File: src/rtl/universal_register_pkg.sv
// Shared types for the universal register: operation encoding and its width.
package universal_register_pkg;

   localparam int OP_W = 3;

   typedef enum logic [OP_W-1:0] {
      OP_HOLD = 3'd0,
      OP_LOAD = 3'd1,
      OP_SHL  = 3'd2,
      OP_SHR  = 3'd3,
      OP_ROL  = 3'd4,
      OP_ROR  = 3'd5,
      OP_INC  = 3'd6,
      OP_DEC  = 3'd7
   } op_t;

endpackage

File: src/rtl/universal_register_next.sv
// Combinational next-state for the universal register: new contents and
// carry/borrow/shift-out bit for the selected operation.
module universal_register_next
   import universal_register_pkg::*;
#(
   parameter int WIDTH = 4
) (
   input  logic [WIDTH-1:0] q_i,
   input  op_t              op_i,
   input  logic [WIDTH-1:0] d_i,
   input  logic             sin_i,
   output logic [WIDTH-1:0] next_q_o,
   output logic             next_co_o
);

   always_comb begin
      next_q_o  = q_i;
      next_co_o = 1'b0;
      case (op_i)
         OP_HOLD: begin
            next_q_o  = q_i;
            next_co_o = 1'b0;
         end
         OP_LOAD: begin
            next_q_o  = d_i;
            next_co_o = 1'b0;
         end
         OP_SHL: begin
            next_q_o  = {q_i[WIDTH-2:0], sin_i};
            next_co_o = q_i[WIDTH-1];
         end
         OP_SHR: begin
            next_q_o  = {sin_i, q_i[WIDTH-1:1]};
            next_co_o = q_i[0];
         end
         OP_ROL: begin
            next_q_o  = {q_i[WIDTH-2:0], q_i[WIDTH-1]};
            next_co_o = q_i[WIDTH-1];
         end
         OP_ROR: begin
            next_q_o  = {q_i[0], q_i[WIDTH-1:1]};
            next_co_o = q_i[0];
         end
         // Wrap detection is done on the old value, so no extra adder bit is needed.
         OP_INC: begin
            next_q_o  = q_i + {{(WIDTH-1){1'b0}}, 1'b1};
            next_co_o = &q_i;
         end
         OP_DEC: begin
            next_q_o  = q_i - {{(WIDTH-1){1'b0}}, 1'b1};
            next_co_o = ~|q_i;
         end
         default: begin
            next_q_o  = q_i;
            next_co_o = 1'b0;
         end
      endcase
   end

endmodule

File: src/rtl/universal_register_async_reset.sv
// Universal register: hold/load/shift/rotate/count with async reset,
// synchronous clear, enable, registered carry-out and a zero flag.
module universal_register_async_reset
   import universal_register_pkg::*;
#(
   parameter int               WIDTH     = 4,
   parameter logic [WIDTH-1:0] RESET_VAL = '0
) (
   input  logic             clk,
   input  logic             reset,
   input  logic             en,
   input  logic             clr,
   input  op_t              op,
   input  logic             sin,
   input  logic [WIDTH-1:0] d,
   output logic [WIDTH-1:0] q,
   output logic             co,
   output logic             zero
);

   generate
      if (WIDTH < 2) begin : g_width_chk
         $error("universal_register_async_reset: WIDTH must be >= 2");
      end
   endgenerate

   logic [WIDTH-1:0] q_q;
   logic             co_q;
   logic [WIDTH-1:0] q_d;
   logic             co_d;

   universal_register_next #(
      .WIDTH(WIDTH)
   ) u_next (
      .q_i       (q_q),
      .op_i      (op),
      .d_i       (d),
      .sin_i     (sin),
      .next_q_o  (q_d),
      .next_co_o (co_d)
   );

   // Clear outranks enable; co only holds when the register is idle.
   always_ff @(posedge clk or posedge reset) begin
      if (reset) begin
         q_q  <= RESET_VAL;
         co_q <= 1'b0;
      end else if (clr) begin
         q_q  <= '0;
         co_q <= 1'b0;
      end else if (en) begin
         q_q  <= q_d;
         co_q <= co_d;
      end
   end

   assign q    = q_q;
   assign co   = co_q;
   assign zero = (q_q == '0);

endmodule

File: config.mk
export PLATFORM = sky130hd
export DESIGN_NAME = universal_register_async_reset
export DESIGN_NICKNAME = d
export VERILOG_FILES = /design/src/rtl/universal_register_pkg.sv /design/src/rtl/universal_register_next.sv /design/src/rtl/universal_register_async_reset.sv
export SDC_FILE = /design/constraint.sdc
export NUM_CORES = 1
export LEC_CHECK = 0
export ABC_CLOCK_PERIOD_IN_PS = 2600
export BUFFER_PORTS_ARGS = -buffer_cell sky130_fd_sc_hd__buf_2
export CELL_PAD_IN_SITES_DETAIL_PLACEMENT = 1
export CELL_PAD_IN_SITES_GLOBAL_PLACEMENT = 2
export CORE_MARGIN = 10
export CORE_UTILIZATION = 31
export CTS_CLUSTER_DIAMETER = 100
export DETAILED_ROUTE_END_ITERATION = 10
export PLACE_DENSITY = 0.86
export SKIP_CTS_REPAIR_TIMING = 1
export SLEW_MARGIN = 30
export SYNTH_ARGS = -nofsm -noshare
export SYNTH_HDL_FRONTEND = slang
export SYNTH_HIERARCHICAL = 1
export SYNTH_SLANG_ARGS = --single-unit
File: constraint.sdc
create_clock -name clk -period 2.6 [get_ports clk]
set_clock_uncertainty 0.1 [all_clocks]
set_input_delay 0 -clock clk [delete_from_list [all_inputs] [get_ports clk]]
set_output_delay 0 -clock clk [all_outputs]
set_load 0.03 [all_outputs]
======== After elaboration in Yosys (flattened, before gate mapping) ========
Index checks and enable logic that the tools add are counted.
cells by class
  muxes and demuxes ....................... 6
  add/sub/neg operators ................... 2
  reduce and logical (&&, ||, !) cells .... 10
  eq/ne operators ......................... 8
operators with widths
  kind                                               number
  one-hot mux 4 bit (7 select lines)                 1
  == test 3 bit (second input constant)              4
  2-to-1 mux 4 bit                                   2
  == test 3 x 2 -> 1 bit (second input constant)     2
  OR reduction 2 bit                                 3
  one-hot mux 1 bit (5 select lines)                 1
  adder 4 x 1 -> 4 bit (second input constant)       1
  zero test 4 bit                                    1
  AND reduction 4 bit                                1
  OR reduction 4 bit                                 1
  subtractor 4 x 1 -> 4 bit (second input constant)  1
  == test 3 x 1 -> 1 bit (second input constant)     1
  zero test 3 bit                                    1
  2-to-1 mux 1 bit                                   2
  != test 2 bit (second input constant)              1
  AND reduction 2 bit                                1
  nonzero test 2 bit                                 1
  zero test 1 bit                                    1
storage, ports and cells
  input port bits ......................... 12
  flip-flop bits (word level) ............. 5

======== Longest topological paths before layout ========
Gate-level depths: netlist (run 1).
  depth after elaboration ................. 5
  gate-level depth with buffers ........... 10
  depth with buffers taken out ............ 9

======== Cells and area by module ========
The synthesis (run 1) kept the hierarchy.
by module, submodules not included
  module                          area each (µm²)  cells each  times used
  universal_register_next         442.9            61          1
  universal_register_async_reset  215.2            18          1

======== Worst setup path after synthesis (run 1) ========
Ideal clock, no wire load.
  path type ............................... flip-flop to flip-flop
  from .................................... register q_q[1] (netlist: q[1])
  to ...................................... register q_q[2] (netlist: q[2])
  library setup time ...................... 0.120 ns
  path slack .............................. 0.757 ns
  cell stages (with the launch flop) ...... 10
  data arrival time ....................... 1.624 ns
  period minus slack after synthesis ...... 1.843 ns
  buffers on the path ..................... 1
  data required time ...................... 2.380 ns
  cells stage by stage .................... dfrtp_1 > buf_2 > xnor2_1 > ha_1 > nor2_1 > mux2i_1 > xor2_1 > o21ai_1 > mux2i_1 > nor2_1
on the way
  longest elaborated chain between the ends .. 4
  elaborated cells between the ends (all ways) .. 5
  classes of those cells .................. 2 x add/sub; 3 x mux
RTL lines
  what                                                               line                                                          source
  start, declared                                                    universal_register_async_reset.sv:27                          logic [WIDTH-1:0] q_q;
  start signal, assigned                                             universal_register_async_reset.sv:52                          q_q <= q_d;
  subtractor 4 x 1 -> 4 bit or adder 4 x 1 -> 4 bit (tied branches)  universal_register_next.sv:50, universal_register_next.sv:46
  one-hot mux 4 bit (7 select lines) (*)                             universal_register_next.sv:19                                 case (op_i)
  net q_d[2]                                                         universal_register_async_reset.sv:29                          logic [WIDTH-1:0] q_d;
  2-to-1 mux 4 bit (*)                                               universal_register_async_reset.sv:51                          end else if (en) begin
  2-to-1 mux 4 bit (*)                                               universal_register_async_reset.sv:48                          end else if (clr) begin
Mark *: on every way through the listed nets, which the timed path passes. The rest lies on a longest branch. The select of a mux whose other input is x is not followed.
A chain may end at the register's enable or synchronous reset.

======== Final worst setup path (run 1) ========
Ends and elaborated chain as after synthesis.

==> flow_summary.toml, run 1 <==
[setup_path]
critical-path-slowest-cell = "dfrtp_1"
path_cells = "xnor2_1, ha_1, nor2_1, mux2i_1, xor2_1, o21ai_1, mux2i_1, nor2_1"
cp-startpoint = "q[1]$_DFFE_PP0P_"
critPathMaxFanout = 12
crit_end = "q[2]$_DFFE_PP0P_"
cpPeakStageDelay_ns = 0.58
worstSetupStartpointType = "flop"
crit_required_ns = 2.63
worstSetupPathType = "flop to flop"
cp-end-kind = "flop"
rrSetupSlack_ns = 0.75
r2r-start = "q[1]$_DFFE_PP0P_"
reg2reg_to = "q[2]$_DFFE_PP0P_"
reg2reg_depth = 8
arrival_ns = 1.88

[layout]
multi_input_area_sq_um = 470
syn_to_final_growth_pct = 16.2
seq_area_sq_um = 125
postLayoutCellArea_sq_um = 764
nets = 108
drive_above_1_share_pct = 25.5
fillers = 244
fin_cells = 121
antenna_cells = 0

[sta]
finalSetupTns_ns = 0
hold_viol = 0
setup-violations-final = 0
finalWorstPathRequiredPeriod_ns = 1.85
fin_crit_sh_pct = 71.2
fmax_mhz = 540
slew_viol_final = 0
tightest_slew_ns = 0.399
slew-limit-headroom_pct = 73.4
worst_slack_ns = 0.748
rsz0062_at_grt = "false"

[cts]
path_clk_slew_ns = 0.04
cts_root_buf = "clkbuf_4"
cts_tree = "yes"
htreeDepth = 1
clock_sinks = 5
clk_latency_ns = 0.24
clk_path_buf_depth = 2
cts_buffers = 3

[floorplan]
io_pins = 18
fp.coreArea_sq_um = 1980
dieArea_sq_um = 4370
start_util_pct = 33.2
die_y_microns = 66.1
row_count = 16
die_w_microns = 66.1

[placed_design]
numPortBuffers = 17
gp_congestion = 0.714
dp_cells = 115
place_ws_ns = 0.766
placed_area_sq_um = 718
hpwl_microns = 1400

[synthesis]
synth_cell_types = 40
synth.area.top_cells = "dfrtp_1 19%, mux2i_1 11%, nor2_1 5.1%, xnor2_1 4.0%, buf_4 3.4%"
syn-cell-area_sq_um = 658
avgSynthCellArea_sq_um = 8.33
ys.warnings.count = 6
synth_seq_cells = 5
synth_top_area_share_pct = 19.0
yosysTopAreaCell = "dfrtp_1"
syn_inst = 79
ys_seq_area_share_pct = 19.0
synth_nets = 92

[min_path]
hold_class = "primary input to flop"

[route]
drtIter0Drc = 5
wirelength_microns = 1780
drt_pre_antenna_iters = 4
detail-route-antenna-nets = 0
vias = 634
wl_per_cell_microns = 14.7
drcViolationCount = 0
viasPerCell = 5.24

[global_routing]
grt_use_met1_pct = 10.1
met3_usage_pct = 2.37
grt_max_degree = 20
grt_pass1_vias = 723
grt_overflow_total = 0
grtUsageMet2_pct = 14.6
track_usage_pct = 8.90
top_usage_layer = "met2"
grt_pass1_wl_microns = 3110
antenna_found_initial = 0

[power]
power_frac_seq_pct = 31.8
total_power_mw = 0.304
ir_drop_mv = 0.259
p_clk_share_pct = 29.9
p_sw_mw = 0.113
p_int_mw = 0.191
leakagePower_nw = 0.336
p_sw_share_pct = 37.3
pwr-share-comb_pct = 38.3
power_density_nw_per_um2 = 398

[outcome]
status = "finished, final reports clean"

[job]
maxCapViolations = 0
==> registers in the layout, summed over array words and instances, names as in the netlist <==
register,flops
co,1
q,4
==> worst max-delay path, delay by kind of cell, from the launching register on <==
family	cells	cell delay, ns
compound gates	1	0.08
xor+xnor	2	0.35
fa+ha+maj	1	0.20
flops	1	0.58
mux	2	0.34
simple gates	2	0.11
==> cells by family after synthesis <==
kind of cell	count (synthesis)	share of synthesized area, %
AND/OR/NAND/NOR	33	27.8
AO/OA/AOI/OAI	18	21.1
buffers and inverters	9	9.50
multiplexers	8	14.1
XOR/XNOR	5	6.66
flip-flops	5	19.0
adder cells (fa/ha/maj)	1	1.90
==> Yosys cell counts <==
cell type	count
nor3_1	2
o211ai_1	1
o21a_1	1
nand2_1	5
nor4b_1	1
nand3b_1	3
nor4_1	1
a22oi_1	1
buf_4	3
a21boi_0	1
a211oi_1	2
mux2i_1	7
nor3b_1	1
a21boi_1	1
xor2_1	2
o221ai_1	1
and2_1	1
o41ai_1	1
nor2_1	9
or2_1	2
nand2b_1	1
mux4_2	1
a21oi_1	2
or3b_1	2
buf_2	2
a211oi_2	1
dfrtp_1	5
buf_6	2
nand3_1	2
ha_1	1
xnor2_1	3
nor2b_1	2
o221ai_2	1
clkbuf_1	1
inv_1	1
o21ai_0	1
nand3_2	1
o21ai_1	2
o311ai_1	1
a21o_1	1
==> power by group through the flow <==
stage	Combinational [mW]	Sequential [mW]	Clock (mW)
after floorplan	0.0863	0.100	0
after global routing	0.130	0.0989	0.102
after detailed placement	0.116	0.0981	0
final	0.116	0.0965	0.0910
after global placement	0.114	0.0978	0
after CTS	0.116	0.0970	0.0960
==> cell usage in the layout, fill, tap and decap left out, types with 2 or more instances in the layout <==
| cell | Yosys | final |
|---|---|---|
| xor2_1 | 2 | 2 |
| nand3_1 | 2 | 2 |
| o21ai_1 | 2 | 2 |
| or3b_1 | 2 | 2 |
| mux2i_1 | 7 | 7 |
| nand3b_1 | 3 | 3 |
| buf_2 | 2 | 17 |
| xnor2_1 | 3 | 3 |
| or2_1 | 2 | 2 |
| dlygate4sd3_1 | 0 | 2 |
| clkbuf_4 | 0 | 3 |
| nand2_1 | 5 | 5 |
| nor2_1 | 9 | 9 |
| a211oi_1 | 2 | 2 |
| nor2b_1 | 2 | 2 |
| dfrtp_1 | 5 | 5 |
| a21oi_1 | 2 | 2 |
| nor3_1 | 2 | 2 |
==> layer usage <==
layer  share of wire (%)  vias to the layer above
met3                 5.5                        2
met4                 1.5                        0
li1                    -                      318
met1                  46                      298
met5                   0                        -
met2                  47                       16
==> metrics by stage <==
step	util (%)	hold slack [ns]
finish	38.6	0.0366
global route	38.6	0.0435
CTS	37.6	-0.463
detailed placement	36.2	-0.197
global placement	36.2	-0.199
floorplan	-	-0.321
==> area by class of cell <==
| cell class | count | area share [%] |
|---|---|---|
| well taps | 27 | 4.42 |
| inverters | 1 | 0.491 |
| repair buffers | 19 | 13.7 |
| multi-input cells | 65 | 61.5 |
| clock buffers | 4 | 3.44 |
| flip-flops and latches | 5 | 16.4 |
==> worst min path at each step <==
stage,slack [ns],startpoint,end,depth (start not counted)
2_1_floorplan,-0.32,reset,co$_DFFE_PP0P_,1
3_3_place_gp,-0.20,reset,co$_DFFE_PP0P_,2
3_5_place_dp,-0.20,reset,co$_DFFE_PP0P_,2
4_1_cts,-0.46,reset,co$_DFFE_PP0P_,2
5_1_grt,0.04,en,q[3]$_DFFE_PP0P_,3
6_report,0.04,en,q[3]$_DFFE_PP0P_,3
(Power assumes the default switching activity.)
==> inputs of run 2 (changes only) <==
--- a/config.mk
+++ b/config.mk
@@ -5,15 +5,15 @@
 export SDC_FILE = /design/constraint.sdc
 export NUM_CORES = 1
 export LEC_CHECK = 0
-export ABC_CLOCK_PERIOD_IN_PS = 2600
+export ABC_CLOCK_PERIOD_IN_PS = 1820
 export BUFFER_PORTS_ARGS = -buffer_cell sky130_fd_sc_hd__buf_2
 export CELL_PAD_IN_SITES_DETAIL_PLACEMENT = 1
 export CELL_PAD_IN_SITES_GLOBAL_PLACEMENT = 2
 export CORE_MARGIN = 10
-export CORE_UTILIZATION = 31
+export CORE_UTILIZATION = 29
 export CTS_CLUSTER_DIAMETER = 100
 export DETAILED_ROUTE_END_ITERATION = 10
-export PLACE_DENSITY = 0.86
+export PLACE_DENSITY = 0.81
 export SKIP_CTS_REPAIR_TIMING = 1
 export SLEW_MARGIN = 30
 export SYNTH_ARGS = -nofsm -noshare
==> constraint.sdc (replaced) <==
create_clock -name clk -period 1.82 [get_ports clk]
set_clock_uncertainty 0.1 [all_clocks]
set_input_delay 0 -clock clk [delete_from_list [all_inputs] [get_ports clk]]
set_output_delay 0 -clock clk [all_outputs]
set_load 0.03 [all_outputs]
==> run 2 against run 1 <==
Effect of this change: flip-flop and latch count unchanged; via count up 4.9%; register-to-register slack got worse by 0.63 ns.
==> flow_summary.toml, run 2 (synthesis gave the netlist of run 1 again) <==
[outcome]
status = "finished, final reports clean"

[cts]
path_clk_slew_ns = 0.05
htreeDepth = 1
cts_tree = "yes"
cts_buffers = 3
clock_sinks = 5
cts_root_buf = "clkbuf_4"
clk_path_buf_depth = 2
clk_latency_ns = 0.24

[setup_path]
path_cells = "xnor2_1, ha_1, nor2_1, mux2i_1, xor2_1, o21ai_1, mux2i_1, nor2_1"
critPathMaxFanout = 8
worstSetupStartpointType = "flop"
worstSetupPathType = "flop to flop"
reg2reg_depth = 8
worst-path-buf-inv = 0
cp-startpoint = "q[1]$_DFFE_PP0P_"
cp_top_family = "flip-flops"
reg2reg_to = "q[2]$_DFFE_PP0P_"
critical-path-slowest-cell = "dfrtp_2"
cp.depth = 8
crit_required_ns = 1.84
cp-end-kind = "flop"
arrival_ns = 1.73
rrSetupSlack_ns = 0.12
r2r-start = "q[1]$_DFFE_PP0P_"
crit_end = "q[2]$_DFFE_PP0P_"
cpPeakStageDelay_ns = 0.45

[layout]
fillers = 273
fin_cells = 129
postLayoutCellArea_sq_um = 820
nets = 115
drive_above_1_share_pct = 31.7
fin_util_pct = 37.4
final_common_cell = "buf_2"
antenna_cells = 0
syn_to_final_growth_pct = 24.5
largest_register_ffs = 4
layout_common_cells = "17 x buf_2, 9 x nor2_1, 7 x mux2i_1, 7 x buf_4, 5 x nand2_1"

[power]
p_int_mw = 0.285
p_clk_share_pct = 28.3
p_sw_mw = 0.166
pwr-share-comb_pct = 42.0
ir_drop_mv = 0.405
power_frac_seq_pct = 29.7
power_density_nw_per_um2 = 550
leakagePower_nw = 0.370
p_sw_share_pct = 36.8

[route]
drcViolationCount = 0
wirelength_microns = 1990
viasPerCell = 5.16
drtIter0Drc = 26
vias = 665
detail-route-antenna-nets = 0
wl_per_cell_microns = 15.4
drt_pre_antenna_iters = 4

[floorplan]
io_pins = 18
dieArea_sq_um = 4580
die_w_microns = 67.6
start_util_pct = 30.0
row_count = 17
fp.coreArea_sq_um = 2190
die_y_microns = 67.6

[placed_design]
dp_cells = 120
numPortBuffers = 17
placed_area_sq_um = 751
place_ws_ns = 0.0821
hpwl_microns = 1520
gp_congestion = 0.783

[sta]
finalWorstPathRequiredPeriod_ns = 1.70
fin_crit_sh_pct = 93.6
slew-limit-headroom_pct = 73.1
hold_viol = 0
setup-violations-final = 0
fmax_mhz = 587
worst_slack_ns = 0.116
tightest_slew_ns = 0.404
whs_ns = 0.0420
slew_viol_final = 0

[global_routing]
antenna_found_initial = 0
track_usage_pct = 9.07
grt_max_degree = 16
grt_overflow_total = 0
grt_pass1_vias = 729
grt_pass1_wl_microns = 3330

[job]
maxCapViolations = 0

[min_path]
hold_class = "primary input to flop"
-- run 2: changes by cell type in the layout (fill, tap and decap cells not counted) --
cell,previous run,this run
dfrtp_2,0,1
dfrtp_1,5,4
buf_4,0,7
-- run 2: area by class of cell --
| type | instances | area, sq um | area share, % |
|---|---|---|---|
| Sequential cell | 5 | 126 | 15.4 |
| Inverter | 1 | 3.75 | 0.458 |
| Clock buffer | 4 | 26.3 | 3.21 |
| Tap cell | 28 | 35.0 | 4.27 |
| Timing Repair Buffer | 26 | 158 | 19.2 |
| Multi-Input combinational cell | 65 | 470 | 57.4 |
-- run 2: worst min path at each step --
stage	startpoint	end	cells after the start
6_report	en	q[3]$_DFFE_PP0P_	3
3_5_place_dp	reset	q[3]$_DFFE_PP0P_	2
3_3_place_gp	reset	co$_DFFE_PP0P_	2
2_1_floorplan	reset	co$_DFFE_PP0P_	1
5_1_grt	en	q[3]$_DFFE_PP0P_	3
4_1_cts	reset	q[3]$_DFFE_PP0P_	2
-- run 2: power groups by stage --
| stage | Sequential (mW) | Combinational (mW) | Clock, mW |
|---|---|---|---|
| final | 0.134 | 0.189 | 0.127 |
| after global routing | 0.136 | 0.211 | 0.148 |
| after CTS | 0.135 | 0.178 | 0.134 |
| after detailed placement | 0.137 | 0.176 | 0 |
| after global placement | 0.136 | 0.174 | 0 |
| after floorplan | 0.143 | 0.123 | 0 |
-- run 2: metal layers --
metal | global-route usage, % | up-vias | part of all wire [%]
met3 | 3.97 | 0 | 9.1
met1 | 11.0 | 318 | 44
met5 | 0 | - | 0
met2 | 14.0 | 16 | 47
li1 | - | 331 | -
met4 | 3.08 | 0 | 0
-- run 2: worst register-to-register path, delay by kind of cell, from the launching register on --
family | cells | cell delay, ns
flops | 1 | 0.45
xor+xnor | 2 | 0.37
compound gates | 1 | 0.08
simple gates | 2 | 0.09
mux | 2 | 0.31
fa+ha+maj | 1 | 0.20
-- run 2: through the flow --
stage | power, mW | setup TNS (ns)
finish | 0.450 | 0
global route | 0.495 | -0.0116
CTS | 0.447 | 0
detailed placement | 0.313 | 0
global placement | 0.311 | 0
floorplan | 0.267 | 0
